[src/rtl/kxk_window_buffer_if.sv]
// Pixel-stream in / KxK window out bundle for kxk_window_buffer.
// The master drives pixels; the slave (the buffer) returns windows and frame markers.
interface kxk_window_buffer_if #(
    parameter int DATA_WIDTH = 32,
    parameter int K          = 3
);
    logic                         valid_in;
    logic [DATA_WIDTH-1:0]        data;
    logic [K*K*DATA_WIDTH-1:0]    window;
    logic                         valid_out;
    logic                         frame_done;

    modport master (
        output valid_in,
        output data,
        input  window,
        input  valid_out,
        input  frame_done
    );

    modport slave (
        input  valid_in,
        input  data,
        output window,
        output valid_out,
        output frame_done
    );
endinterface

[src/rtl/kxk_window_buffer.sv]
// Sliding KxK window over a raster pixel stream with stride, built from K-1
// column-indexed line delays plus a K-1 deep shift tap per window row.
module kxk_window_buffer #(
    parameter int DATA_WIDTH = 32,
    parameter int WIDTH_IMG  = 28,
    parameter int HEIGHT_IMG = 28,
    parameter int K          = 3,
    parameter int STRIDE     = 1
) (
    input  logic               clk,
    input  logic               reset,
    kxk_window_buffer_if.slave bus
);
    localparam int CWC = $clog2(WIDTH_IMG);
    localparam int RWC = $clog2(HEIGHT_IMG);
    localparam int PW  = (STRIDE > 1) ? $clog2(STRIDE) : 1;
    localparam int WW  = K * K * DATA_WIDTH;

    // Phase of the next position relative to the first legal one; positions
    // before the first legal one sit at phase 0 so counting starts there.
    function automatic logic [PW-1:0] phase_next(input int pos_next, input logic [PW-1:0] ph);
        if (pos_next <= K - 1 || ph == PW'(STRIDE - 1)) return '0;
        return ph + PW'(1);
    endfunction

    logic [CWC-1:0]        col_p0;
    logic [RWC-1:0]        row_p0;
    logic [PW-1:0]         col_ph_p0;
    logic [PW-1:0]         row_ph_p0;
    logic                  accept_p0;
    logic                  col_last_p0;
    logic                  row_last_p0;
    logic                  legal_p0;

    logic [DATA_WIDTH-1:0] line_mem [K-1][WIDTH_IMG];
    logic [DATA_WIDTH-1:0] tap_p0   [K][K-1];
    logic [DATA_WIDTH-1:0] col_px   [K];
    logic [WW-1:0]         win_next;

    logic [WW-1:0]         window_p1;
    logic                  vld_p1;
    logic                  done_p1;

    // p0: pixel accept, position tracking and window assembly
    always_comb begin
        accept_p0   = bus.valid_in && !reset;
        col_last_p0 = (col_p0 == CWC'(WIDTH_IMG - 1));
        row_last_p0 = (row_p0 == RWC'(HEIGHT_IMG - 1));
        legal_p0    = (col_p0 >= CWC'(K - 1)) && (row_p0 >= RWC'(K - 1)) &&
                      (col_ph_p0 == '0) && (row_ph_p0 == '0);
    end

    always_ff @(posedge clk) begin
        if (reset) begin
            col_p0    <= '0;
            row_p0    <= '0;
            col_ph_p0 <= '0;
            row_ph_p0 <= '0;
        end else if (bus.valid_in) begin
            if (col_last_p0) begin
                col_p0    <= '0;
                col_ph_p0 <= '0;
                if (row_last_p0) begin
                    row_p0    <= '0;
                    row_ph_p0 <= '0;
                end else begin
                    row_p0    <= row_p0 + RWC'(1);
                    row_ph_p0 <= phase_next(int'(row_p0) + 1, row_ph_p0);
                end
            end else begin
                col_p0    <= col_p0 + CWC'(1);
                col_ph_p0 <= phase_next(int'(col_p0) + 1, col_ph_p0);
            end
        end
    end

    // Line j at index col holds the pixel j+1 rows above the current one.
    always_comb begin
        col_px[0] = bus.data;
        for (int j = 0; j < K - 1; j++) begin
            col_px[j+1] = line_mem[j][col_p0];
        end
    end

    always_ff @(posedge clk) begin
        if (accept_p0) begin
            line_mem[0][col_p0] <= bus.data;
            for (int j = 1; j < K - 1; j++) begin
                line_mem[j][col_p0] <= line_mem[j-1][col_p0];
            end
        end
    end

    always_ff @(posedge clk) begin
        if (accept_p0) begin
            for (int r = 0; r < K; r++) begin
                tap_p0[r][0] <= col_px[r];
                for (int c = 1; c < K - 1; c++) begin
                    tap_p0[r][c] <= tap_p0[r][c-1];
                end
            end
        end
    end

    // Row r / column c back from the current pixel lands in slot (K-1-r)*K + (K-1-c).
    always_comb begin
        win_next = '0;
        for (int r = 0; r < K; r++) begin
            win_next[((K-1-r)*K + (K-1))*DATA_WIDTH +: DATA_WIDTH] = col_px[r];
            for (int c = 1; c < K; c++) begin
                win_next[((K-1-r)*K + (K-1-c))*DATA_WIDTH +: DATA_WIDTH] = tap_p0[r][c-1];
            end
        end
    end

    // p1: registered window and frame markers
    always_ff @(posedge clk) begin
        if (reset) begin
            window_p1 <= '0;
            vld_p1    <= 1'b0;
            done_p1   <= 1'b0;
        end else begin
            vld_p1  <= bus.valid_in && legal_p0;
            done_p1 <= bus.valid_in && col_last_p0 && row_last_p0;
            if (bus.valid_in && legal_p0) begin
                window_p1 <= win_next;
            end
        end
    end

    assign bus.window     = window_p1;
    assign bus.valid_out  = vld_p1;
    assign bus.frame_done = done_p1;

endmodule

[src/flat_wrapper.sv]
// flat-port wrapper written by rule: the top's interface ports become plain ports
module kxk_window_buffer_flat 
#(
    parameter int DATA_WIDTH = 32,
    parameter int WIDTH_IMG  = 28,
    parameter int HEIGHT_IMG = 28,
    parameter int K          = 3,
    parameter int STRIDE     = 1
)
  (clk, reset, bus_valid_in, bus_data, bus_window, bus_valid_out, bus_frame_done);
  kxk_window_buffer_if #(.DATA_WIDTH(DATA_WIDTH), .K(K)) bus_i ();
  input  logic clk;
  input  logic reset;
  input wire logic [$bits(bus_i.valid_in)-1:0] bus_valid_in;
  input wire logic [$bits(bus_i.data)-1:0] bus_data;
  output wire logic [$bits(bus_i.window)-1:0] bus_window;
  output wire logic [$bits(bus_i.valid_out)-1:0] bus_valid_out;
  output wire logic [$bits(bus_i.frame_done)-1:0] bus_frame_done;
  assign bus_i.valid_in = bus_valid_in;
  assign bus_i.data = bus_data;
  assign bus_window = bus_i.window;
  assign bus_valid_out = bus_i.valid_out;
  assign bus_frame_done = bus_i.frame_done;
  kxk_window_buffer #(.DATA_WIDTH(DATA_WIDTH), .WIDTH_IMG(WIDTH_IMG), .HEIGHT_IMG(HEIGHT_IMG), .K(K), .STRIDE(STRIDE)) u_core (.clk(clk), .reset(reset), .bus(bus_i));
endmodule
[config.mk]
export PLATFORM = sky130hd
export DESIGN_NAME = kxk_window_buffer_flat
export DESIGN_NICKNAME = d
export VERILOG_FILES = /design/src/rtl/kxk_window_buffer_if.sv /design/src/rtl/kxk_window_buffer.sv /design/src/flat_wrapper.sv
export SDC_FILE = /design/constraint.sdc
export NUM_CORES = 2
export LEC_CHECK = 0
export ABC_AREA = 1
export BUFFER_PORTS_ARGS = -buffer_cell sky130_fd_sc_hd__buf_2
export CORE_MARGIN = 1.5
export CORE_UTILIZATION = 47
export DETAILED_ROUTE_END_ITERATION = 7
export PLACE_DENSITY_LB_ADDON = 0.3
export SLEW_MARGIN = 5
export SYNTH_ARGS = -nofsm -noshare
export SYNTH_HDL_FRONTEND = slang
export SYNTH_SLANG_ARGS = --single-unit
export TNS_END_PERCENT = 1
[constraint.sdc]
create_clock -name clk -period 47.4 [get_ports clk]
set_input_delay 7.11 -clock clk [delete_from_list [all_inputs] [get_ports clk]]
set_output_delay 7.11 -clock clk [all_outputs]
set_load 0.01 [all_outputs]
Yosys cells after proc, flatten, opt, wreduce, memory -nomap -nowiden
Memory sizes are Yosys's and may differ from the RTL's.
Index checks and enable logic that the tools add are counted.
{"block": "classes", "add_sub_neg": 6, "order_cmp": 6, "n_eq_ne": 2, "n_mux": 28, "bitwise_logic": 3, "reduce_logical": 12}
{"cell": "$mux 896", "n": 1}
{"cell": "$bmux 32 s5", "n": 2}
{"cell": "$demux 32 s5", "n": 1}
{"cell": "$mux 32", "n": 5}
{"cell": "$le 32x3->1 const B", "n": 2}
{"cell": "$mux 1", "n": 17}
{"cell": "$add 5x1->6 const B", "n": 2}
{"cell": "$add 5x1->5 const B", "n": 2}
{"cell": "$eq 5x5->1 const B", "n": 2}
{"cell": "$ge 5x2->1 const B", "n": 2}
{"cell": "$mux 5", "n": 2}
{"cell": "$logic_and 1x1->1", "n": 8}
{"cell": "$ge 6x6->1 const B", "n": 1}
{"cell": "$lt 6x1->1 const B", "n": 1}
{"cell": "$not 5->6", "n": 1}
{"cell": "$add 1x1->1 const B", "n": 2}
{"cell": "$logic_or 1x1->1", "n": 2}
{"cell": "$not 1->1", "n": 2}
{"cell": "$reduce_and 2->1", "n": 1}
{"cell": "$logic_not 1->1", "n": 1}
{"block": "totals", "register_bits": 302, "ram_bits": 1984, "in_bits": 35, "out_inout_bits": 290, "wordCells": 66, "mem_count": 2}
{"name": "u_core.line_mem", "depth": 2, "word_bits": 896, "rd": 2, "rd_ports_with_merged_regs": 0, "write_ports": 2, "line_no": "kxk_window_buffer.sv:35", "rtl": "logic [DATA_WIDTH-1:0] line_mem [K-1][WIDTH_IMG];"}
{"name": "u_core.tap_p0", "depth": 3, "word_bits": 64, "rd": 3, "rd_ports_with_merged_regs": 0, "write_ports": 3, "line_no": "kxk_window_buffer.sv:36", "rtl": "logic [DATA_WIDTH-1:0] tap_p0 [K][K-1];"}

Depth between registers and ports, before layout
{"block": "logic_depth", "depth_word": 10, "depth_mapped": 15, "mapped_depth_nobuf": 11}

Least setup slack after synthesis
No wires, ideal clock.
{"block": "synth_path", "path_kind": "input port to flip-flop", "from": "input reset", "to": "memory u_core.line_mem[0][0] in the netlist's numbering, enable pin", "setup_ns": 0.487, "t_arrival_ns": 20.068, "t_required_ns": 46.913, "path_slack_ns": 26.846, "cell_stages": 4, "n_path_buf": 1, "cell_sequence": "clkbuf_1 -> nor2_1 -> nand2_1 -> nor2_1"}
{"element": "start: declaration", "line_no": "flat_wrapper.sv:13", "rtl": "input logic reset;"}
{"element": "end: declaration", "line_no": "kxk_window_buffer.sv:35"}

Final worst setup path
{"block": "layout_path", "from": "input bus_valid_in", "to": "register u_core.window_p1[94] (netlist: u_core.bus.window[94])"}
{"block": "layout_between", "elab_chain_len": 1}
{"element": "start: declaration", "line_no": "flat_wrapper.sv:14", "rtl": "input wire logic [$bits(bus_i.valid_in)-1:0] bus_valid_in;"}
{"element": "$logic_and 1x1->1", "line_no": "kxk_window_buffer.sv:125", "rtl": "if (bus.valid_in && legal_p0) begin"}
{"element": "end signal: assignment", "line_no": "kxk_window_buffer.sv:126", "rtl": "window_p1 <= win_next;"}
{"element": "end: declaration", "line_no": "kxk_window_buffer.sv:40", "rtl": "logic [WW-1:0] window_p1;"}
No other way between the ends.
A chain may end at the register's enable or synchronous reset.

==> out/metrics.json <==
{
  "number_of_global_route_vias_before_repair": 56600,
  "synthDominantCellAreaShare": 0.661,
  "overflow": 0,
  "row_count": 160,
  "proportion_of_synthesized_chip_area_in_sequential_cells": 0.728,
  "period_needed_ns": 10.11,
  "count_of_port_buffers_added_during_placement": 324,
  "top_ports": 325,
  "final_net_count": 8476,
  "share_of_final_layout_standard_cells_stronger_than_drive_strength_1": 0.0947,
  "end_of_flow_core_utilization": 0.531,
  "postSynthNetCount": 8252,
  "holdWs_ns": 0.426,
  "dp_worst_setup_slack_ns": 36.47,
  "synth_largest_area_cell": "edfxtp_1",
  "maxCapViolations": 0,
  "chipWidth_um": 441,
  "post_synth_num_cell_types": 29,
  "ratio_of_total_power_to_cell_area_nw_per_um2": 41.8,
  "core_um2": 190000,
  "criticalPathCategory": "primary input to register",
  "detailroute.via_count": 61300,
  "met2_wirelength_mm": 123,
  "synth-seq-cells": 2286,
  "finalInstanceArea_um2": 101000,
  "end_kind": "register",
  "avg_vias_per_cell": 5.50,
  "post_synth_instance_area_um2": 90100,
  "antenna_left": 0,
  "netlist_top_cells_area": "edfxtp_1, nand2_1, dfxtp_1",
  "drt-initial-drc-count": 8866,
  "startpoint_of_the_worst_slack_reg_to_reg_timing_path": "u_core.col_p0[0]$_SDFFE_PP0P_",
  "dp.final_hpwl_mm": 156,
  "synth_warnings": 0,
  "initial_utilization": 0.474,
  "worst-r2r-cell-count": 13,
  "path_clk_slew_ns": 0.06,
  "outcome": "finished, final reports clean",
  "topRoutingLayerUsed": "met5",
  "clock-sinks": 2286,
  "min_period_over_period": 0.213,
  "drv_slew": 0,
  "fin_tns_setup_ns": 0,
  "met1_length_mm": 107,
  "report.final.setup_viol": 0,
  "hp-class": "register to register",
  "cts_resized": 0,
  "postSynthAreaPerCell_um2": 11.0,
  "tritoncts": "built",
  "num-fill-cells": 16100,
  "cts_buffer_depth": 3,
  "place_area_um2": 94200,
  "htreeDepth": 4,
  "critical_path_peak_fanout": 115,
  "cts_hold_bufs": 0,
  "ff2ff_setup_slack_ns": 41.48,
  "start_kind": "primary input",
  "cts_root_buffer": "clkbuf_16",
  "cp.required_ns": 48.17,
  "fmaxAchievable_mhz": 98.9,
  "route.detailed.wl_per_inst_um": 24.2,
  "clk_latency_ns": 0.89,
  "drc_errors_left": 0,
  "met3RoutedLength_mm": 31.0,
  "cts_inserted_buffers": 223,
  "timing_worst_slew_pin_value_ns": 1.32,
  "die_height_um": 441,
  "slew_headroom": 0.117,
  "worst_clock_skew_ns": 0.0727,
  "global_route_wire_length_before_repair_mm": 386,
  "detail_route.first_pass.iterations": 6,
  "p_leak_nw": 39.0,
  "cts_setup_buffers": 0,
  "totalPowerFinal_mw": 4.22,
  "report.final.hold_viol_count": 0,
  "postRouteWirelength_mm": 270,
  "crit_path_start": "bus_valid_in",
  "die_area_um2": 194000,
  "setup_slack_ns": 37.29,
  "layout.cells.most_common_list": "nand2_1, edfxtp_1, nor2_1, inv_1, nand3_1",
  "worst_ep_arrival_ns": 10.89,
  "area.growth.synth_to_final_pct": 12.2,
  "rsz0062_at_grt": "false",
  "finalWeightedCongestion": 0.860,
  "most_common_cell_after_layout_fill_and_taps_aside": "nand2_1",
  "critPathCapture": "u_core.bus.window[94]$_SDFFE_PP0P_",
  "groute.usage.overall": 0.272,
  "final_cell_count_no_fill": 11100,
  "largest_net_degree_at_the_start_of_global_routing": 197,
  "vdd_drop_max_v": 0.0000342,
  "netlist_instances": 8211,
  "timing.rr.end": "u_core.tap_p0[1][44]$_DFFE_PP_",
  "dp.cells": 10700,
  "grt_antenna_before_repair": 19
}
-- Yosys cell counts --
library cell,instances
a211oi_1,2
a21oi_1,299
buf_1,49
buf_2,225
buf_4,9
buf_6,4
clkbuf_1,163
clkinv_1,1
dfxtp_1,302
edfxtp_1,1984
ha_1,6
inv_1,572
inv_2,5
nand2_1,2618
nand2_2,1
nand3_1,567
nand3_2,1
nand4_1,6
nor2_1,878
nor2_2,2
nor2_4,1
nor3_1,6
nor3b_1,1
o21a_1,38
o21ai_0,393
o21ai_1,73
o21bai_1,1
o32ai_1,1
xor2_1,3
-- per-layer routing --
layer	vias up	GRT usage
met5	-	0
met4	6	0.0925
met3	409	0.0608
met2	3461	0.423
met1	29600	0.379
li1	27800	-
-- logic make-up after synthesis --
kind of cell | Yosys count | synth area share
DFF | 2286 | 0.728
AOI/OAI and AO/OA | 807 | 0.0460
and+or+nand+nor | 4081 | 0.178
adders and majority gates | 6 | 0.000833
buffers and inverters | 1028 | 0.0466
xor gates and xnor gates | 3 | 0.000292
-- worst max-delay path, cell delays in order --
cell     delay, ns
buf_2         0.15
inv_1         0.09
nor3_1        0.28
nand3_4       0.40
inv_8         0.63
buf_4         0.82
buf_4         0.86
nand4_1       0.22
nand2_1       0.10
inv_1         0.03
-- area by class of cell --
| class | count | area [um^2] | share of cell area |
|---|---|---|---|
| well taps | 2511 | 3140 | 0.0311 |
| flip-flops and latches | 2286 | 65600 | 0.649 |
| inverters | 578 | 2190 | 0.0217 |
| clock buffers | 308 | 6120 | 0.0605 |
| diodes | 5 | 12.5 | 0.000124 |
| clock inverters | 110 | 818 | 0.00809 |
| multi-input cells | 4897 | 20600 | 0.204 |
| repair buffers | 449 | 2640 | 0.0261 |
-- flip-flops by register name, summed over array words and instances, names as in the netlist --
register and flops:
u_core.line_mem 1792, u_core.bus.window 288, u_core.tap_p0 192, u_core.col_p0 5, u_core.row_p0 5, u_core.bus.frame_done 1, u_core.bus.valid_out 1, u_core.col_ph_p0 1
u_core.row_ph_p0 1
-- where the power goes --
part / switching [mW] / internal [mW] / leakage (nW)
sequential: 0.0105 / 2.23 / 20.4
combinational: 0.231 / 0.0550 / 15.2
clock: 0.767 / 0.929 / 3.42
-- how the worst min path moves through the flow --
stage / startpoint / endpoint / slack (ns) / depth (start not counted)
after detailed placement: u_core.row_ph_p0$_SDFFE_PP0P_ / u_core.row_ph_p0$_SDFFE_PP0P_ / 0.42 / 2
after CTS: u_core.row_ph_p0$_SDFFE_PP0P_ / u_core.row_ph_p0$_SDFFE_PP0P_ / 0.43 / 2
after global routing: u_core.tap_p0[2][60]$_DFFE_PP_ / u_core.tap_p0[2][28]$_DFFE_PP_ / 0.45 / 0
after floorplan: u_core.row_ph_p0$_SDFFE_PP0P_ / u_core.row_ph_p0$_SDFFE_PP0P_ / 0.41 / 2
after global placement: u_core.row_ph_p0$_SDFFE_PP0P_ / u_core.row_ph_p0$_SDFFE_PP0P_ / 0.42 / 2
final: u_core.row_ph_p0$_SDFFE_PP0P_ / u_core.row_ph_p0$_SDFFE_PP0P_ / 0.43 / 2
(Power assumes the default switching activity.)
